## src/rtl/uart_cmd_decoder_if.sv

```systemverilog
// Bus between the command decoder and its neighbours (UART rx/tx, register block).
// master: the decoder side. It takes rx bytes, read data and tx busy, and drives
//         command, addresses, write data/strobe, tx byte/start, busy and err.
// slave:  the environment side, which is the mirror image of master.
interface uart_cmd_decoder_if;
    localparam int unsigned BYTE_W = 8;
    localparam int unsigned ADR_W  = 16;

    logic [BYTE_W-1:0] rx_byte;
    logic              ce_rx;
    logic [BYTE_W-1:0] my_dat;
    logic              tx_busy;
    logic [BYTE_W-1:0] com;
    logic [ADR_W-1:0]  wr_adr;
    logic [ADR_W-1:0]  rd_adr;
    logic [BYTE_W-1:0] rx_dat;
    logic              ce_wr_dat;
    logic [BYTE_W-1:0] tx_dat;
    logic              st_tx;
    logic              busy;
    logic              err;

    modport master (
        input  rx_byte, ce_rx, my_dat, tx_busy,
        output com, wr_adr, rd_adr, rx_dat, ce_wr_dat, tx_dat, st_tx, busy, err
    );

    modport slave (
        output rx_byte, ce_rx, my_dat, tx_busy,
        input  com, wr_adr, rd_adr, rx_dat, ce_wr_dat, tx_dat, st_tx, busy, err
    );
endinterface

```

## src/rtl/uart_cmd_decoder.sv

```systemverilog
// UART command-frame decoder.
// The frame format is SYNC, COM, ADR_HI, ADR_LO, LEN, followed by LEN+1 data
// bytes on write frames only.
// - Write frames (com[7]=0) produce one write strobe per data byte, at
//   incrementing addresses.
// - Read frames (com[7]=1) step rd_adr and send each returned byte to the
//   transmitter.
// Ports:
// - clk, rst: clock and synchronous active-high reset.
// - bus (master): rx_byte/ce_rx in; my_dat in; tx_busy in.
//   com/wr_adr/rd_adr/rx_dat/ce_wr_dat out to the register block.
//   tx_dat/st_tx out to the transmitter; busy/err out as status.
module uart_cmd_decoder #(
    parameter logic [7:0]  SYNC    = 8'hA5,
    parameter int unsigned RD_LAT  = 1,
    parameter logic [15:0] TIMEOUT = 16'd50000
) (
    input  logic                clk,
    input  logic                rst,
    uart_cmd_decoder_if.master  bus
);
    localparam int unsigned BYTE_W = 8;
    localparam int unsigned ADR_W  = 16;
    localparam int unsigned LAT_W  = 3;

    typedef enum logic [3:0] {
        IDLE, COM, AH, AL, LEN, WDAT, RADR, RSEND, RHOLD
    } state_t;

    state_t            state, state_d;
    logic [BYTE_W-1:0] com_q, com_d;
    logic [ADR_W-1:0]  base_q, base_d;       // next address to use
    logic [BYTE_W-1:0] cnt_q, cnt_d;         // LEN byte
    logic [BYTE_W-1:0] idx_q, idx_d;         // current transfer index i
    logic [LAT_W-1:0]  lat_q, lat_d;
    logic              first_q, first_d;     // first RHOLD cycle, tx_busy ignored
    logic [ADR_W-1:0]  tmo_q, tmo_d;
    logic [ADR_W-1:0]  wr_adr_q, wr_adr_d;
    logic [ADR_W-1:0]  rd_adr_q, rd_adr_d;
    logic [BYTE_W-1:0] rx_dat_q, rx_dat_d;
    logic [BYTE_W-1:0] tx_dat_q, tx_dat_d;
    logic              ce_wr_q, ce_wr_d;
    logic              st_tx_q, st_tx_d;
    logic              busy_q, busy_d;
    logic              err_q, err_d;
    logic              timed;
    logic              expired;
    logic              accept;

    // State and output registers
    always_ff @(posedge clk) begin
        if (rst) begin
            state    <= IDLE;
            com_q    <= 8'hFF;
            base_q   <= '0;
            cnt_q    <= '0;
            idx_q    <= '0;
            lat_q    <= '0;
            first_q  <= 1'b0;
            tmo_q    <= '0;
            wr_adr_q <= '0;
            rd_adr_q <= '0;
            rx_dat_q <= '0;
            tx_dat_q <= '0;
            ce_wr_q  <= 1'b0;
            st_tx_q  <= 1'b0;
            busy_q   <= 1'b0;
            err_q    <= 1'b0;
        end else begin
            state    <= state_d;
            com_q    <= com_d;
            base_q   <= base_d;
            cnt_q    <= cnt_d;
            idx_q    <= idx_d;
            lat_q    <= lat_d;
            first_q  <= first_d;
            tmo_q    <= tmo_d;
            wr_adr_q <= wr_adr_d;
            rd_adr_q <= rd_adr_d;
            rx_dat_q <= rx_dat_d;
            tx_dat_q <= tx_dat_d;
            ce_wr_q  <= ce_wr_d;
            st_tx_q  <= st_tx_d;
            busy_q   <= busy_d;
            err_q    <= err_d;
        end
    end

    // Next-state and next-output logic
    always_comb begin
        state_d  = state;
        com_d    = com_q;
        base_d   = base_q;
        cnt_d    = cnt_q;
        idx_d    = idx_q;
        lat_d    = lat_q;
        first_d  = first_q;
        tmo_d    = '0;
        wr_adr_d = wr_adr_q;
        rd_adr_d = rd_adr_q;
        rx_dat_d = rx_dat_q;
        tx_dat_d = tx_dat_q;
        ce_wr_d  = 1'b0;
        st_tx_d  = 1'b0;
        err_d    = 1'b0;

        timed   = (state == COM) || (state == AH) || (state == AL) ||
                  (state == LEN) || (state == WDAT);
        expired = timed && (tmo_q == TIMEOUT - 16'd1);
        // A byte arriving on the expiry cycle is dropped.
        accept  = bus.ce_rx && !expired;

        if (timed) begin
            tmo_d = accept ? '0 : tmo_q + 16'd1;
        end

        case (state)
            IDLE: begin
                if (bus.ce_rx && (bus.rx_byte == SYNC)) begin
                    state_d = COM;
                end
            end
            COM: begin
                if (accept) begin
                    com_d   = bus.rx_byte;
                    state_d = AH;
                end
            end
            AH: begin
                if (accept) begin
                    base_d[15:8] = bus.rx_byte;
                    state_d      = AL;
                end
            end
            AL: begin
                if (accept) begin
                    base_d[7:0] = bus.rx_byte;
                    state_d     = LEN;
                end
            end
            LEN: begin
                if (accept) begin
                    cnt_d = bus.rx_byte;
                    idx_d = '0;
                    lat_d = '0;
                    if (com_q[7]) begin
                        rd_adr_d = base_q;
                        state_d  = RADR;
                    end else begin
                        state_d  = WDAT;
                    end
                end
            end
            WDAT: begin
                if (accept) begin
                    wr_adr_d = base_q;
                    rx_dat_d = bus.rx_byte;
                    ce_wr_d  = 1'b1;
                    base_d   = base_q + 16'd1;
                    if (idx_q == cnt_q) begin
                        state_d = IDLE;
                    end else begin
                        idx_d = idx_q + 8'd1;
                    end
                end
            end
            RADR: begin
                // rd_adr has been stable for RD_LAT cycles once lat reaches RD_LAT.
                if (lat_q == LAT_W'(RD_LAT)) begin
                    tx_dat_d = bus.my_dat;
                    state_d  = RSEND;
                end else begin
                    lat_d = lat_q + 3'd1;
                end
            end
            RSEND: begin
                if (!bus.tx_busy) begin
                    st_tx_d = 1'b1;
                    first_d = 1'b1;
                    state_d = RHOLD;
                end
            end
            RHOLD: begin
                if (first_q) begin
                    first_d = 1'b0;
                end else if (!bus.tx_busy) begin
                    if (idx_q == cnt_q) begin
                        state_d = IDLE;
                    end else begin
                        idx_d    = idx_q + 8'd1;
                        rd_adr_d = rd_adr_q + 16'd1;
                        lat_d    = '0;
                        state_d  = RADR;
                    end
                end
            end
            default: state_d = IDLE;
        endcase

        if (expired) begin
            state_d = IDLE;
            err_d   = 1'b1;
        end

        busy_d = (state_d != IDLE);
    end

    assign bus.com       = com_q;
    assign bus.wr_adr    = wr_adr_q;
    assign bus.rd_adr    = rd_adr_q;
    assign bus.rx_dat    = rx_dat_q;
    assign bus.ce_wr_dat = ce_wr_q;
    assign bus.tx_dat    = tx_dat_q;
    assign bus.st_tx     = st_tx_q;
    assign bus.busy      = busy_q;
    assign bus.err       = err_q;
endmodule
```

## src/flat_wrapper.sv

```systemverilog
// flat-port wrapper written by rule: the top's interface ports become plain ports
module uart_cmd_decoder_flat 
#(
    parameter logic [7:0]  SYNC    = 8'hA5,
    parameter int unsigned RD_LAT  = 1,
    parameter logic [15:0] TIMEOUT = 16'd50000
)
  (clk, rst, bus_rx_byte, bus_ce_rx, bus_my_dat, bus_tx_busy, bus_com, bus_wr_adr, bus_rd_adr, bus_rx_dat, bus_ce_wr_dat, bus_tx_dat, bus_st_tx, bus_busy, bus_err);
  uart_cmd_decoder_if bus_i ();
  input  logic clk;
  input  logic rst;
  input wire logic [$bits(bus_i.rx_byte)-1:0] bus_rx_byte;
  input wire logic [$bits(bus_i.ce_rx)-1:0] bus_ce_rx;
  input wire logic [$bits(bus_i.my_dat)-1:0] bus_my_dat;
  input wire logic [$bits(bus_i.tx_busy)-1:0] bus_tx_busy;
  output wire logic [$bits(bus_i.com)-1:0] bus_com;
  output wire logic [$bits(bus_i.wr_adr)-1:0] bus_wr_adr;
  output wire logic [$bits(bus_i.rd_adr)-1:0] bus_rd_adr;
  output wire logic [$bits(bus_i.rx_dat)-1:0] bus_rx_dat;
  output wire logic [$bits(bus_i.ce_wr_dat)-1:0] bus_ce_wr_dat;
  output wire logic [$bits(bus_i.tx_dat)-1:0] bus_tx_dat;
  output wire logic [$bits(bus_i.st_tx)-1:0] bus_st_tx;
  output wire logic [$bits(bus_i.busy)-1:0] bus_busy;
  output wire logic [$bits(bus_i.err)-1:0] bus_err;
  assign bus_i.rx_byte = bus_rx_byte;
  assign bus_i.ce_rx = bus_ce_rx;
  assign bus_i.my_dat = bus_my_dat;
  assign bus_i.tx_busy = bus_tx_busy;
  assign bus_com = bus_i.com;
  assign bus_wr_adr = bus_i.wr_adr;
  assign bus_rd_adr = bus_i.rd_adr;
  assign bus_rx_dat = bus_i.rx_dat;
  assign bus_ce_wr_dat = bus_i.ce_wr_dat;
  assign bus_tx_dat = bus_i.tx_dat;
  assign bus_st_tx = bus_i.st_tx;
  assign bus_busy = bus_i.busy;
  assign bus_err = bus_i.err;
  uart_cmd_decoder #(.SYNC(SYNC), .RD_LAT(RD_LAT), .TIMEOUT(TIMEOUT)) u_core (.clk(clk), .rst(rst), .bus(bus_i));
endmodule
```

## config.mk

```make
export PLATFORM = sky130hd
export DESIGN_NAME = uart_cmd_decoder_flat
export DESIGN_NICKNAME = d
export VERILOG_FILES = /design/src/rtl/uart_cmd_decoder_if.sv /design/src/rtl/uart_cmd_decoder.sv /design/src/flat_wrapper.sv
export SDC_FILE = /design/constraint.sdc
export NUM_CORES = 1
export LEC_CHECK = 0
export CORE_MARGIN = 1.5
export CORE_UTILIZATION = 40
export CTS_CLUSTER_SIZE = 12
export DETAILED_ROUTE_END_ITERATION = 8
export SETUP_SLACK_MARGIN = 0.4
export SLEW_MARGIN = 10
export SYNTH_ARGS = -nofsm -noshare
export SYNTH_HDL_FRONTEND = slang
export SYNTH_SLANG_ARGS = --single-unit
```

## constraint.sdc

```tcl
create_clock -name clk -period 2.4 [get_ports clk]
set_input_delay 0.36 -clock clk [delete_from_list [all_inputs] [get_ports clk]]
set_output_delay 0.36 -clock clk [all_outputs]
set_load 0.01 [all_outputs]
```

==> summary.md <==
| Metric | Value |
|---|---|
| RD Place Congestion | `between 0.9 and 1` |
| Worst-path maximum fanout | `7` |
| CTS Root Cell | `clkbuf_16` |
| Max Root-Sink Buffers | `2` |
| DR WL/cell | `around 17 um` |
| Initial antenna violation count | `0` |
| Peak Freq | `between 0.4 and 0.5 GHz` |
| Flop-to-flop setup slack | `0.33 ns` |
| Starting Density | `between 40% and 50%` |
| Row Count | `42` |
| H-tree Lvls | `4` |
| LEAKAGE | `approximately 3.0 nW` |
| Post-DP HPWL | `between 10000 and 15000 um` |
| Worst Tran Pin Value | `0.7216 ns` |
| Post-Synthesis Cells | `about 670` |
| Setup crit end kind | `register` |
| Syn. warnings | `0` |
| Crit Path Class | `register to register` |
| Synthesized area per cell | `8.334 um^2` |
| CTS tree | `yes` |
| Skew final | `0.008190 ns` |
| Post-synth EDFFs | `0` |
| Largest net degree at the start of global routing | `65` |
| # nets final | `about 810` |
| Mapped cell area | `5550 um^2` |
| Tmin final | `a little over 2 ns` |
| Slowest stage delay, CP | `between 0.3 and 0.4 ns` |
| GRT Resource Usage Total | `21.97%` |
| Worst VDD drop | `0.0004545 V` |
| Hold_ws | `0.1488 ns` |
| Setup TNS | `0 ns` |
| Post-synthesis cell type count | `64` |
| Family with the most delay on the worst path | `compound AO/OA/AOI/OAI gates` |
| Hold Vio Cnt, Final | `0` |
| R2R Path Start | `u_core.idx_q[6]` |
| I/O pin cnt | `80` |
| DRC viols | `0` |
| Power density over the cells | `566.9 nW/um^2` |
| Worst hold start | `rst` |
| Port bufs | `79` |
| Synthesis-to-finish area growth | `40.13%` |
| WHS Path Cells | `2` |
| Die W | `about 120 um` |
| Antenna cells | `0` |
| Max-cap violation count | `0` |
| Reg2reg end | `u_core.idx_q[6]` |
| Slowest-stage cell, CP | `or3_4` |
| CP cell instances | `xor2_1, nor4_2, buf_4, a2111oi_4, buf_6, a21oi_4, buf_6, or3_4, a21oi_2` |
| Data arrival, critical path | `2.42 ns` |
| Final Setup Violations | `0` |
| RSZ-0062 raised after global routing | `yes` |
| R2R depth | `9` |
| Setup crit start kind | `register` |
| Prevailing post-synth register cell | `dfxtp_1` |
| Cts bufs inserted | `17` |
| Layout cells sized above 1 | `approximately a fifth` |
| Initial DRC count | `about 400` |
| DR pass1 iterations | `6` |
| Hold Path End | `u_core.bus.rd_adr[0]` |
| Post-synthesis sequential area ratio | `between 40% and 50%` |
| HP Class | `primary input to register` |
| First-pass GRT wire length | `~25000 um` |
| Core ar. | `13400 um^2` |
| Worst Path Required | `about 2.8 ns` |
| Post-DR vias/cell | `about 5.5` |
| Final ANT Viol Nets | `0` |
| CTS clk-pin slew, worst paths | `~0.05 ns` |
| FFs w/ async S/R, synth | `0%` |
| GR Overflow Total | `0` |
| Tcrit/Tclk final | `between 80% and 90%` |
| Crit path top cell by count | `buf_6` |
| Max-slew violations | `0` |
| Clock sink count | `116` |
| Total die area | `approximately 15000 um^2` |
| Slew headroom | `between 50% and 60%` |
| Die extent in y | `around 120 um` |
| Status | `finished, final reports clean` |
| Crit path buf inv count | `3` |
| Post-Syn Nets | `between 600 and 700` |
| #FFs+latches synth | `approximately 120` |
| Post-Route WL | `roughly 16000 um` |
| Vias | `5317` |
| Vias in the first global route | `4923` |
| Clk_lat worst skew | `about 0.42 ns` |
[synth_stat cells (all sizes together) (2+ instances only)]
cell type  number  area, um^2
nor3           14       86.34
buf            12       62.56
dfxtp         116        2322
o211ai          2       15.01
and4            7       61.31
o21a            3       22.52
and2            3       18.77
xnor2           7       61.31
nor2           76       285.3
a32o            3       30.03
mux2i          43       430.4
nand2          96       362.8
clkbuf         27       101.4
or2             3       18.77
or3            11       68.82
o221ai          2       23.77
o21ai          38       190.2
o22ai           2       12.51
a41oi           3       26.28
a211oi          5       37.54
a311oi          4       35.03
nor4b           4       41.29
xor2           17       148.9
a21oi          58       294.0
a31oi           4       25.02
a22o            2       17.52
nor3b           6       45.04
o211a           2       20.02
o41ai           3       26.28
nand3          20       100.1
nand4          12       81.33
inv            10       37.54
ha              6       75.07
nor2b           4       25.02
and3            7       43.79
nand2b          4       25.02
o31ai           7       52.55
nor4            6       37.54
[cell type report]
cell class	instances	area, um^2
Clock buffer	25	495.5
Clock inverter	5	50.05
Fill cell	1189	5623
Inverter	10	37.54
Multi-Input combinational cell	501	3277
Sequential cell	116	2357
Tap cell	176	220.2
Timing Repair Buffer	139	1340
[repair_timing]
item	in CTS	in global routing
endpoints found under the hold margin	0	0
setup endpoints to repair	99	91
cloned	1	3
buffers inserted	11	6
pin swaps	13	16
gates resized for setup	25	57
hold buffers	0	0
[state kept, by name, summed over array words and instances (netlist names), 3 cells and up]
| name | flops |
|---|---|
| u_core.base_q | 16 |
| u_core.state | 4 |
| u_core.bus.tx_dat | 8 |
| u_core.idx_q | 8 |
| u_core.cnt_q | 8 |
| u_core.bus.rd_adr | 16 |
| u_core.bus.com | 8 |
| u_core.tmo_q | 16 |
| u_core.lat_q | 3 |
| u_core.bus.wr_adr | 16 |
| u_core.bus.rx_dat | 8 |
[layer usage]
layer  vias up  track usage [%]  wire (um)
met3        23            4.764        918
met5         -                0          0
met1      2481            30.63       7889
met4         0            9.706        266
li1       2620                -          -
met2       193            32.53       7194
[how the worst max path moves through the flow]
stage	from	to	slack, ns	cells past startpoint
after global placement	u_core.tmo_q[0]	u_core.bus.busy	0.23	7
after global routing	u_core.idx_q[6]	u_core.bus.rd_adr[4]	0.24	9
final	u_core.idx_q[6]	u_core.idx_q[6]	0.33	9
after detailed placement	u_core.tmo_q[0]	u_core.bus.busy	0.10	7
after CTS	u_core.idx_q[2]	u_core.idx_q[4]	0.38	9
after floorplan	u_core.tmo_q[0]	u_core.tmo_q[10]	0.41	9
[logic make-up (layout without fill, tap and decap cells)]
logic type / after synthesis / count (layout) / synth area share (%)
mux: 43 / 43 / 7.755
xor+xnor: 24 / 24 / 3.787
flops: 116 / 116 / 41.84
simple gates: 280 / 280 / 24.62
buf+inv: 49 / 179 / 3.630
compound gates: 148 / 148 / 17.02
fa+ha+maj: 6 / 6 / 1.353
[where the power goes]
group / internal [mW] / total (mW) / switching [mW] / leakage, nW
registers: 1.92 / 1.92 / 0.000283 / 0.946
clock network: 1.51 / 2.35 / 0.841 / 0.273
logic: 0.0552 / 0.133 / 0.0777 / 1.83
total: 3.49 / 4.41 / 0.919 / 3.05
[layout by cell type, fill, tap and decap left out, types with 4 or more instances in the layout]
cell / n
a21oi_2: 5
dfxtp_1: 96
and4_1: 6
dfxtp_4: 4
o21ai_1: 6
xnor2_1: 7
or3_1: 8
mux2i_1: 42
clkbuf_8: 4
nand4_1: 11
nand2_1: 92
clkbuf_16: 20
clkinv_2: 4
a21oi_1: 51
nor4_1: 5
and3_1: 6
ha_1: 4
nor2_1: 75
o31ai_1: 7
nor3b_1: 5
nor3_2: 7
xor2_1: 16
o21ai_0: 31
clkdlybuf4s50_1: 78
nand2b_1: 4
inv_1: 10
dfxtp_2: 16
nand3_1: 19
buf_6: 7
buf_4: 48
a31oi_1: 4
nor3_1: 6
clkbuf_1: 4
[stage by stage]
step	instances	total power [mW]	worst slack (ns)	util [%]	area [um^2]
after floorplan	666	2.014	0.4095	-	5575
after global placement	921	2.091	0.2318	50.15	6720
after detailed placement	921	2.092	0.1023	50.15	6720
after CTS	963	4.440	0.3754	55.40	7423
after global routing	972	4.559	0.2416	58.04	7777
final	972	4.409	0.3255	58.04	7777
(Power assumes the default switching activity.)
